`config.mk`:
```
export PLATFORM = sky130hd
export DESIGN_NAME = pc_fetch_ctrl
export DESIGN_NICKNAME = d
export VERILOG_FILES = /design/src/rtl/pc_fetch_ctrl.sv
export SDC_FILE = /design/constraint.sdc
export NUM_CORES = 1
export LEC_CHECK = 0
export BUFFER_PORTS_ARGS = -buffer_cell sky130_fd_sc_hd__buf_2
export CORE_ASPECT_RATIO = 0.7
export CORE_UTILIZATION = 45
export DETAILED_ROUTE_END_ITERATION = 10
export PLACE_DENSITY = 0.85
export SETUP_SLACK_MARGIN = 0.3
export SYNTH_ARGS = -nofsm -noshare
export SYNTH_HDL_FRONTEND = slang
export SYNTH_SLANG_ARGS = --single-unit
```
`constraint.sdc`:
```
create_clock -name i_clk -period 3.5 [get_ports i_clk]
set_clock_uncertainty 0.1 [all_clocks]
set_input_delay 0.175 -clock i_clk [delete_from_list [all_inputs] [get_ports i_clk]]
set_output_delay 0.175 -clock i_clk [all_outputs]
set_load 0.03 [all_outputs]
```
`src/rtl/pc_fetch_ctrl.sv`:
```
// Fetch sequencer: drives PC load and a single outstanding IMEM fetch, holds the word for decode.
// First if_valid >= 3 cycles after reset; HOLD stalls on if_ready, redirects flush and drop stale data.
module pc_fetch_ctrl #(
  parameter logic [31:0] START_PC = 32'h00400000,
  parameter int          TIMEOUT  = 255,
  parameter int          TO_W     = 8
) (
  input  logic        i_clk,
  input  logic        i_rst,
  input  logic [31:0] i_pc,
  output logic        o_pc_en,
  output logic [31:0] o_npc,
  output logic        o_imem_req,
  output logic [31:0] o_imem_addr,
  input  logic        i_imem_valid,
  input  logic [31:0] i_imem_rdata,
  input  logic        i_redirect,
  input  logic [31:0] i_redirect_pc,
  input  logic        i_if_ready,
  output logic        o_if_valid,
  output logic [31:0] o_if_pc,
  output logic [31:0] o_if_inst,
  output logic [31:0] o_fetch_cnt,
  output logic        o_fetch_err
);
  typedef enum logic [2:0] {S_INIT, S_FETCH, S_WAIT, S_HOLD, S_HALT} state_t;

  state_t          r_state, w_next;
  logic            r_kill, w_kill_nxt;
  logic [TO_W-1:0] r_to_cnt, w_to_nxt;
  logic            r_if_valid;
  logic [31:0]     r_if_pc, r_if_inst, r_fetch_cnt;
  logic            r_fetch_err;
  logic            w_capture, w_accept, w_active;

  assign w_active    = (r_state == S_FETCH) || (r_state == S_WAIT) || (r_state == S_HOLD);
  assign o_imem_addr = i_pc;

  always_comb begin
    w_next     = r_state;
    w_kill_nxt = r_kill;
    w_to_nxt   = r_to_cnt;
    o_pc_en    = 1'b0;
    o_npc      = i_pc + 32'd4;
    o_imem_req = 1'b0;
    w_capture  = 1'b0;
    w_accept   = 1'b0;
    case (r_state)
      S_INIT: begin
        o_pc_en = 1'b1;
        o_npc   = START_PC;
        w_next  = S_FETCH;
      end
      S_FETCH: begin
        o_imem_req = 1'b1;
        w_to_nxt   = '0;
        w_next     = S_WAIT;
        if (i_redirect) w_kill_nxt = 1'b1;
      end
      S_WAIT: begin
        o_imem_req = 1'b1;
        if (i_imem_valid) begin
          w_kill_nxt = 1'b0;
          if (r_kill || i_redirect) begin
            w_next = S_FETCH;
          end else begin
            w_capture = 1'b1;
            w_next    = S_HOLD;
          end
        end else begin
          // Redirect with the old request still outstanding: its response must be discarded.
          if (i_redirect) w_kill_nxt = 1'b1;
          if (r_to_cnt == TO_W'(TIMEOUT - 1)) w_next = S_HALT;
          else w_to_nxt = r_to_cnt + TO_W'(1);
        end
      end
      S_HOLD: begin
        if (i_redirect) begin
          w_next = S_FETCH;
        end else if (i_if_ready) begin
          o_pc_en  = 1'b1;
          w_accept = 1'b1;
          w_next   = S_FETCH;
        end
      end
      default: w_next = S_HALT;
    endcase
    if (i_redirect && w_active) begin
      o_pc_en = 1'b1;
      o_npc   = i_redirect_pc;
    end
  end

  always_ff @(posedge i_clk or posedge i_rst) begin
    if (i_rst) begin
      r_state     <= S_INIT;
      r_kill      <= 1'b0;
      r_to_cnt    <= '0;
      r_if_valid  <= 1'b0;
      r_if_pc     <= 32'd0;
      r_if_inst   <= 32'd0;
      r_fetch_cnt <= 32'd0;
      r_fetch_err <= 1'b0;
    end else begin
      r_state    <= w_next;
      r_kill     <= w_kill_nxt;
      r_to_cnt   <= w_to_nxt;
      r_if_valid <= w_capture || ((r_state == S_HOLD) && (w_next == S_HOLD));
      if (w_capture) begin
        r_if_pc   <= i_pc;
        r_if_inst <= i_imem_rdata;
      end
      if (w_accept) r_fetch_cnt <= r_fetch_cnt + 32'd1;
      if (w_next == S_HALT) r_fetch_err <= 1'b1;
    end
  end

  assign o_if_valid  = r_if_valid;
  assign o_if_pc     = r_if_pc;
  assign o_if_inst   = r_if_inst;
  assign o_fetch_cnt = r_fetch_cnt;
  assign o_fetch_err = r_fetch_err;
endmodule

```
# [Word level (Yosys, flattened, before mapping)]
# Cells that the tools add are included.
[word_totals] register_bits=110 input_bits=101 out_inout_bits=164 wordCells=52
[classes] add_sub_neg=3 eq_ne=8 mux=23 reduce_logical=10
[ops] op="32-bit two-way mux" n=2
[ops] op="32-bit by 1-bit adder with 32-bit output, second input constant" n=1
[ops] op="32-bit by 3-bit adder with 32-bit output, second input constant" n=1
[ops] op="8-bit two-way mux" n=2
[ops] op="8-bit case mux with 2 select lines" n=1
[ops] op="3-bit two-way mux" n=4
[ops] op="3-bit case mux with 4 select lines" n=1
[ops] op="1-bit two-way mux" n=10
[ops] op="3-bit by 2-bit equality test with 1-bit output, second input constant" n=3
[ops] op="8-bit by 1-bit adder with 8-bit output, second input constant" n=1
[ops] op="8-bit equality test, second input constant" n=1
[ops] op="1-bit logical OR" n=4
[ops] op="2-bit != test, second input constant" n=2
[ops] op="1-bit case mux with 2 select lines" n=2
[ops] op="3-bit by 1-bit equality test with 1-bit output, second input constant" n=1
[ops] op="3-bit equality test, second input constant" n=1
[ops] op="3-bit logical NOT" n=1
[ops] op="3-bit AND reduction" n=1
[ops] op="1-bit logical AND" n=2
[ops] op="2-bit two-way mux" n=1
[ops] op="2-bit nonzero test" n=1
[ops] op="2-bit OR reduction" n=1

# [Depth between registers and ports, before layout]
[depth] ltp_word=7 ltp_mapped=9

# [Least setup slack after synthesis]
# No wires, ideal clock.
[synth_timing] kind="input to output" startpoint="input port i_pc[2]" endpoint="output port o_npc[20]" t_arrival_ns=1.899 path_slack_ns=1.326 stages=6 path_buffers=0 path_cell_list="ha_1 nand3_1 or4_4 nor3_1 xnor2_1 o21ai_0"
[synth_between] elab_chain_len=3
[synth_rtl] item="from (decl)" line_no="10" rtl="input logic [31:0] i_pc,"
[synth_rtl] item="32-bit by 3-bit adder with 32-bit output" line_no="44" rtl="o_npc = i_pc + 32'd4;"
[synth_rtl] item="32-bit two-way mux" line_no="48" rtl="case (r_state)"
[synth_rtl] item="32-bit two-way mux" line_no="88" rtl="if (i_redirect && w_active) begin"
[synth_rtl] item="to (decl)" line_no="12" rtl="output logic [31:0] o_npc,"
# Every way passes these cells.

# [Worst setup path in the final report]
[layout_timing] startpoint="register r_state[1]" endpoint="output port o_npc[3]"
[layout_between] elab_chain_len=5 elab_cells_between_ends=9
[layout_rtl] item="from (decl)" line_no="28" rtl="state_t r_state, w_next;"
[layout_rtl] item="from (signal assigned)" line_no="105" rtl="r_state <= w_next;"
[layout_rtl] item="3-bit by 1-bit equality test with 1-bit output / 3-bit by 2-bit equality test with 1-bit output (equally long branches)" line_no="36" rtl="assign w_active = (r_state == S_FETCH) || (r_state == S_WAIT) || (r_state == S_HOLD);"
[layout_rtl] item="1-bit logical OR (2 in series)" line_no="36"
[layout_rtl] item="1-bit logical AND" line_no="88"
[layout_rtl] item="32-bit two-way mux *" line_no="88"
# Mark *: on every way between the ends. The rest lies on a longest branch, timed or not.

==> impl_metrics.env <==
export IMPL_nFillCells=1001
export IMPL_ant_nets=0
export IMPL_ys_flop_type="dfrtp_1"
export IMPL_cap_viol_max_count=0
export IMPL_worstMarginPinSlew_ns=1.05
export IMPL_antenna_found_initial=1
export IMPL_hold_path_class="primary input to register"
export IMPL_r2r_start="r_state[0]"
export IMPL_setup_tns_ns=0
export IMPL_r2r_cells=4
export IMPL_dieArea_um2=13100
export IMPL_switching_power_mw=2.41
export IMPL_yosysSeqAreaShare_pct=48.3
export IMPL_syn_area_um2=5700
export IMPL_slowest_stage="o21ai_0"
export IMPL_grt_max_degree=69
export IMPL_min_delay_path_depth=2
export IMPL_ys_seq_elements=110
export IMPL_slowest_delay_ns=0.83
export IMPL_p_int_mw=3.03
export IMPL_clock_sinks=110
export IMPL_synthTopCellsByArea="dfrtp_1 (48%), mux2_2 (9.7%), xnor2_1 (5.8%), buf_4 (4.3%), xor2_1 (4.0%)"
export IMPL_hold_viol_final=0
export IMPL_synth_warnings=0
export IMPL_port_buffers=264
export IMPL_area_growth_pct=32.7
export IMPL_fmax_mhz=391
export IMPL_fp_dieH_um=96.2
export IMPL_routed_via_count=4865
export IMPL_diodes=0
export IMPL_total_leakage_power_nw=3.93
export IMPL_hold_end="o_if_pc[30]"
export IMPL_yosys_area_share_xor_xnor_pct=9.84
export IMPL_route_detailed_drc=0
export IMPL_grt_pass1_wl_mm=24.0
export IMPL_max_clock_path_buffers=2
export IMPL_crit_buf_inv=1
export IMPL_synth_top_family_by_area="simple AND/OR/NAND/NOR gates"
export IMPL_routed_via_density=5.17
export IMPL_combPwrFrac_pct=46.5
export IMPL_min_from="i_pc[30]"
export IMPL_start_util_pct=47.4
export IMPL_first_global_vias=4614
export IMPL_holdBufCountCts=36
export IMPL_syn_nets=620
export IMPL_power_frac_seq_pct=35.3
export IMPL_setup_violations=0
export IMPL_yosys_area_top_type="dfrtp_1"
export IMPL_arrival_ns=2.28
export IMPL_insertion_delay_ns=0.34
export IMPL_grtUsageTotal_pct=23.9
export IMPL_r2r_setup_slack_ns=1.19
export IMPL_drt_initial_drc_count=219
export IMPL_critPathKind="register to output pin"
export IMPL_cts_made_buffers=9
export IMPL_crit_chain="nor2_1 -> o21ai_0 -> a22o_1 -> buf_2"
export IMPL_reg2reg_to="o_if_inst[7]"
export IMPL_power_mw=5.44
export IMPL_slew_viol_final=0
export IMPL_status="finished clean"
export IMPL_routedWlPerCell_um=17.1
export IMPL_ir_drop_uv=545
export IMPL_crit_fanout=10
export IMPL_rsz0062_at_grt="no"
export IMPL_cts_max_level=3
export IMPL_setup_worst_path_start_class="register"
export IMPL_num_rows=33
export IMPL_max_slew_margin_pct=29.4
export IMPL_clkPwrFrac_pct=18.2
export IMPL_dr_pass1_iters=4
export IMPL_crit_required_ns=3.22
export IMPL_dpl_hpwl_mm=11.4
export IMPL_end_kind="output pin"
export IMPL_fin_crit_ns=2.56
export IMPL_critical_path_top_delay_family="compound AO/OA/AOI/OAI gates"
export IMPL_swShare_pct=44.2
export IMPL_period_share_pct=73.0
export IMPL_synth_edff_count=0
export IMPL_routed_wl_mm=16.1
export IMPL_post_cts_buffers=0
export IMPL_grt_overflow=0
export IMPL_synthDistinctLibCells=45
export IMPL_syn_area_per_cell_um2=11.1
export IMPL_synth_mux_area_share_pct=13.4
export IMPL_drive_gt1_share_pct=45.8
export IMPL_num_io_pins=265
export IMPL_syn_inst=515
export IMPL_synth_top_area_share_pct=48.3
export IMPL_power_per_cell_area_nw_per_um2=720
export IMPL_synth_simple_area_share_pct=16.4
export IMPL_cts_clk_slew_worst_paths_ns=0.07
export IMPL_clockRootBuffer="clkbuf_16"
export IMPL_synth_fa_ha_area_share_pct=0.878
export IMPL_cts_repair_resized=0
export IMPL_core_area_um2=12000
export IMPL_async_flop_share_pct=100
export IMPL_nets=884
export IMPL_fp_dieW_um=137
export IMPL_globalplace_congestion=0.880
export IMPL_cts_tree="done"
export IMPL_synth_compound_area_share_pct=4.61
-- Yosys cell counts, drive strengths merged, types with 3 or more instances --
library cell,n
nor3,7
nor2,23
xnor2,38
clkbuf,8
xor2,26
nand4,22
and4,7
nor4,3
and3,14
nand2,56
ha,4
dfrtp,110
inv,8
mux2,63
o21ai,34
a21oi,3
a22o,4
nand3,20
buf,42
-- per-stage QoR --
stage | util [%] | cells | cell area [um^2] | setup WS (ns) | hold WS [ns]
6_report | 62.9 | 941 | 7560 | 0.944 | 0.0300
5_1_grt | 62.9 | 941 | 7560 | 0.763 | 0.0192
4_1_cts | 62.9 | 941 | 7560 | 0.901 | 0.0124
3_5_place_dp | 57.6 | 889 | 6920 | 1.24 | 0.300
3_3_place_gp | 57.6 | 889 | 6920 | 1.29 | 0.294
2_1_floorplan | - | 515 | 5700 | 0.323 | 0.224
-- placed cells by master (no fill, tap or decap), types with 3 or more instances in the layout --
cell           count
buf_2            264
dfrtp_1          110
nand2_1           56
mux2_2            49
xnor2_1           38
dlygate4sd3_1     36
o21ai_0           34
xor2_1            26
nor2_1            23
nand3_1           20
nand4_1           20
mux2_4            14
and3_1            14
clkbuf_16          9
and4_1             7
nor3_1             6
inv_1              5
a22o_1             4
ha_1               4
a21oi_1            3
inv_6              3
-- power by group through the flow --
stage / logic [mW] / clock network (mW) / registers (mW)
global placement: 2.46 / 0 / 1.91
CTS: 2.53 / 1.02 / 1.91
global route: 2.67 / 1.06 / 1.97
detailed placement: 2.50 / 0 / 1.93
finish: 2.53 / 0.988 / 1.92
floorplan: 0.992 / 0 / 2.67
-- registers in the layout (all words and copies together) (netlist names) --
name         flops
r_kill           1
o_if_pc         32
o_if_inst       32
r_to_cnt         8
o_fetch_err      1
o_fetch_cnt     32
o_if_valid       1
r_state          3
-- worst reg2reg max path: cells and delay by family, from the launching register on --
kind | cells | cell delay [ns]
mux | 1 | 0.55
buf+inv | 1 | 0.11
simple gates | 2 | 0.96
flops | 1 | 0.47
-- cell type report --
cell class / count / area [um^2] / share of cell area [%]
Clock buffer: 10 / 229 / 3.03
Clock inverter: 6 / 56.3 / 0.745
Inverter: 8 / 32.5 / 0.430
Multi-Input combinational cell: 347 / 2580 / 34.1
Sequential cell: 110 / 2750 / 36.4
Tap cell: 157 / 196 / 2.60
Timing Repair Buffer: 303 / 1720 / 22.7
-- worst max-delay path by stage --
stage / from / end / cells after the start
after floorplan: i_rst / o_fetch_cnt[0] / 1
after global placement: r_state[2] / o_if_inst[1] / 4
after CTS: r_state[1] / o_npc[3] / 4
final: r_state[1] / o_npc[3] / 4
after global routing: r_state[1] / o_npc[3] / 4
after detailed placement: i_pc[16] / o_npc[30] / 7
-- routing by layer --
metal / vias up / GRT usage (%) / share of wire (%) / wire, um
met1: 2390 / 31.3 / 44 / 7110
met5: - / 0 / 0.081 / 13
li1: 2293 / - / - / -
met3: 15 / 6.64 / 5.9 / 951
met2: 165 / 39.2 / 49 / 7840
met4: 2 / 5.74 / 1.1 / 169
-- cells by family after synthesis --
kind of cell    after synthesis
buf+inv                      58
mux                          63
simple gates                170
compound gates               46
fa+ha+maj                     4
xor+xnor                     64
flops                       110
Power figures use the tool's default switching activity.
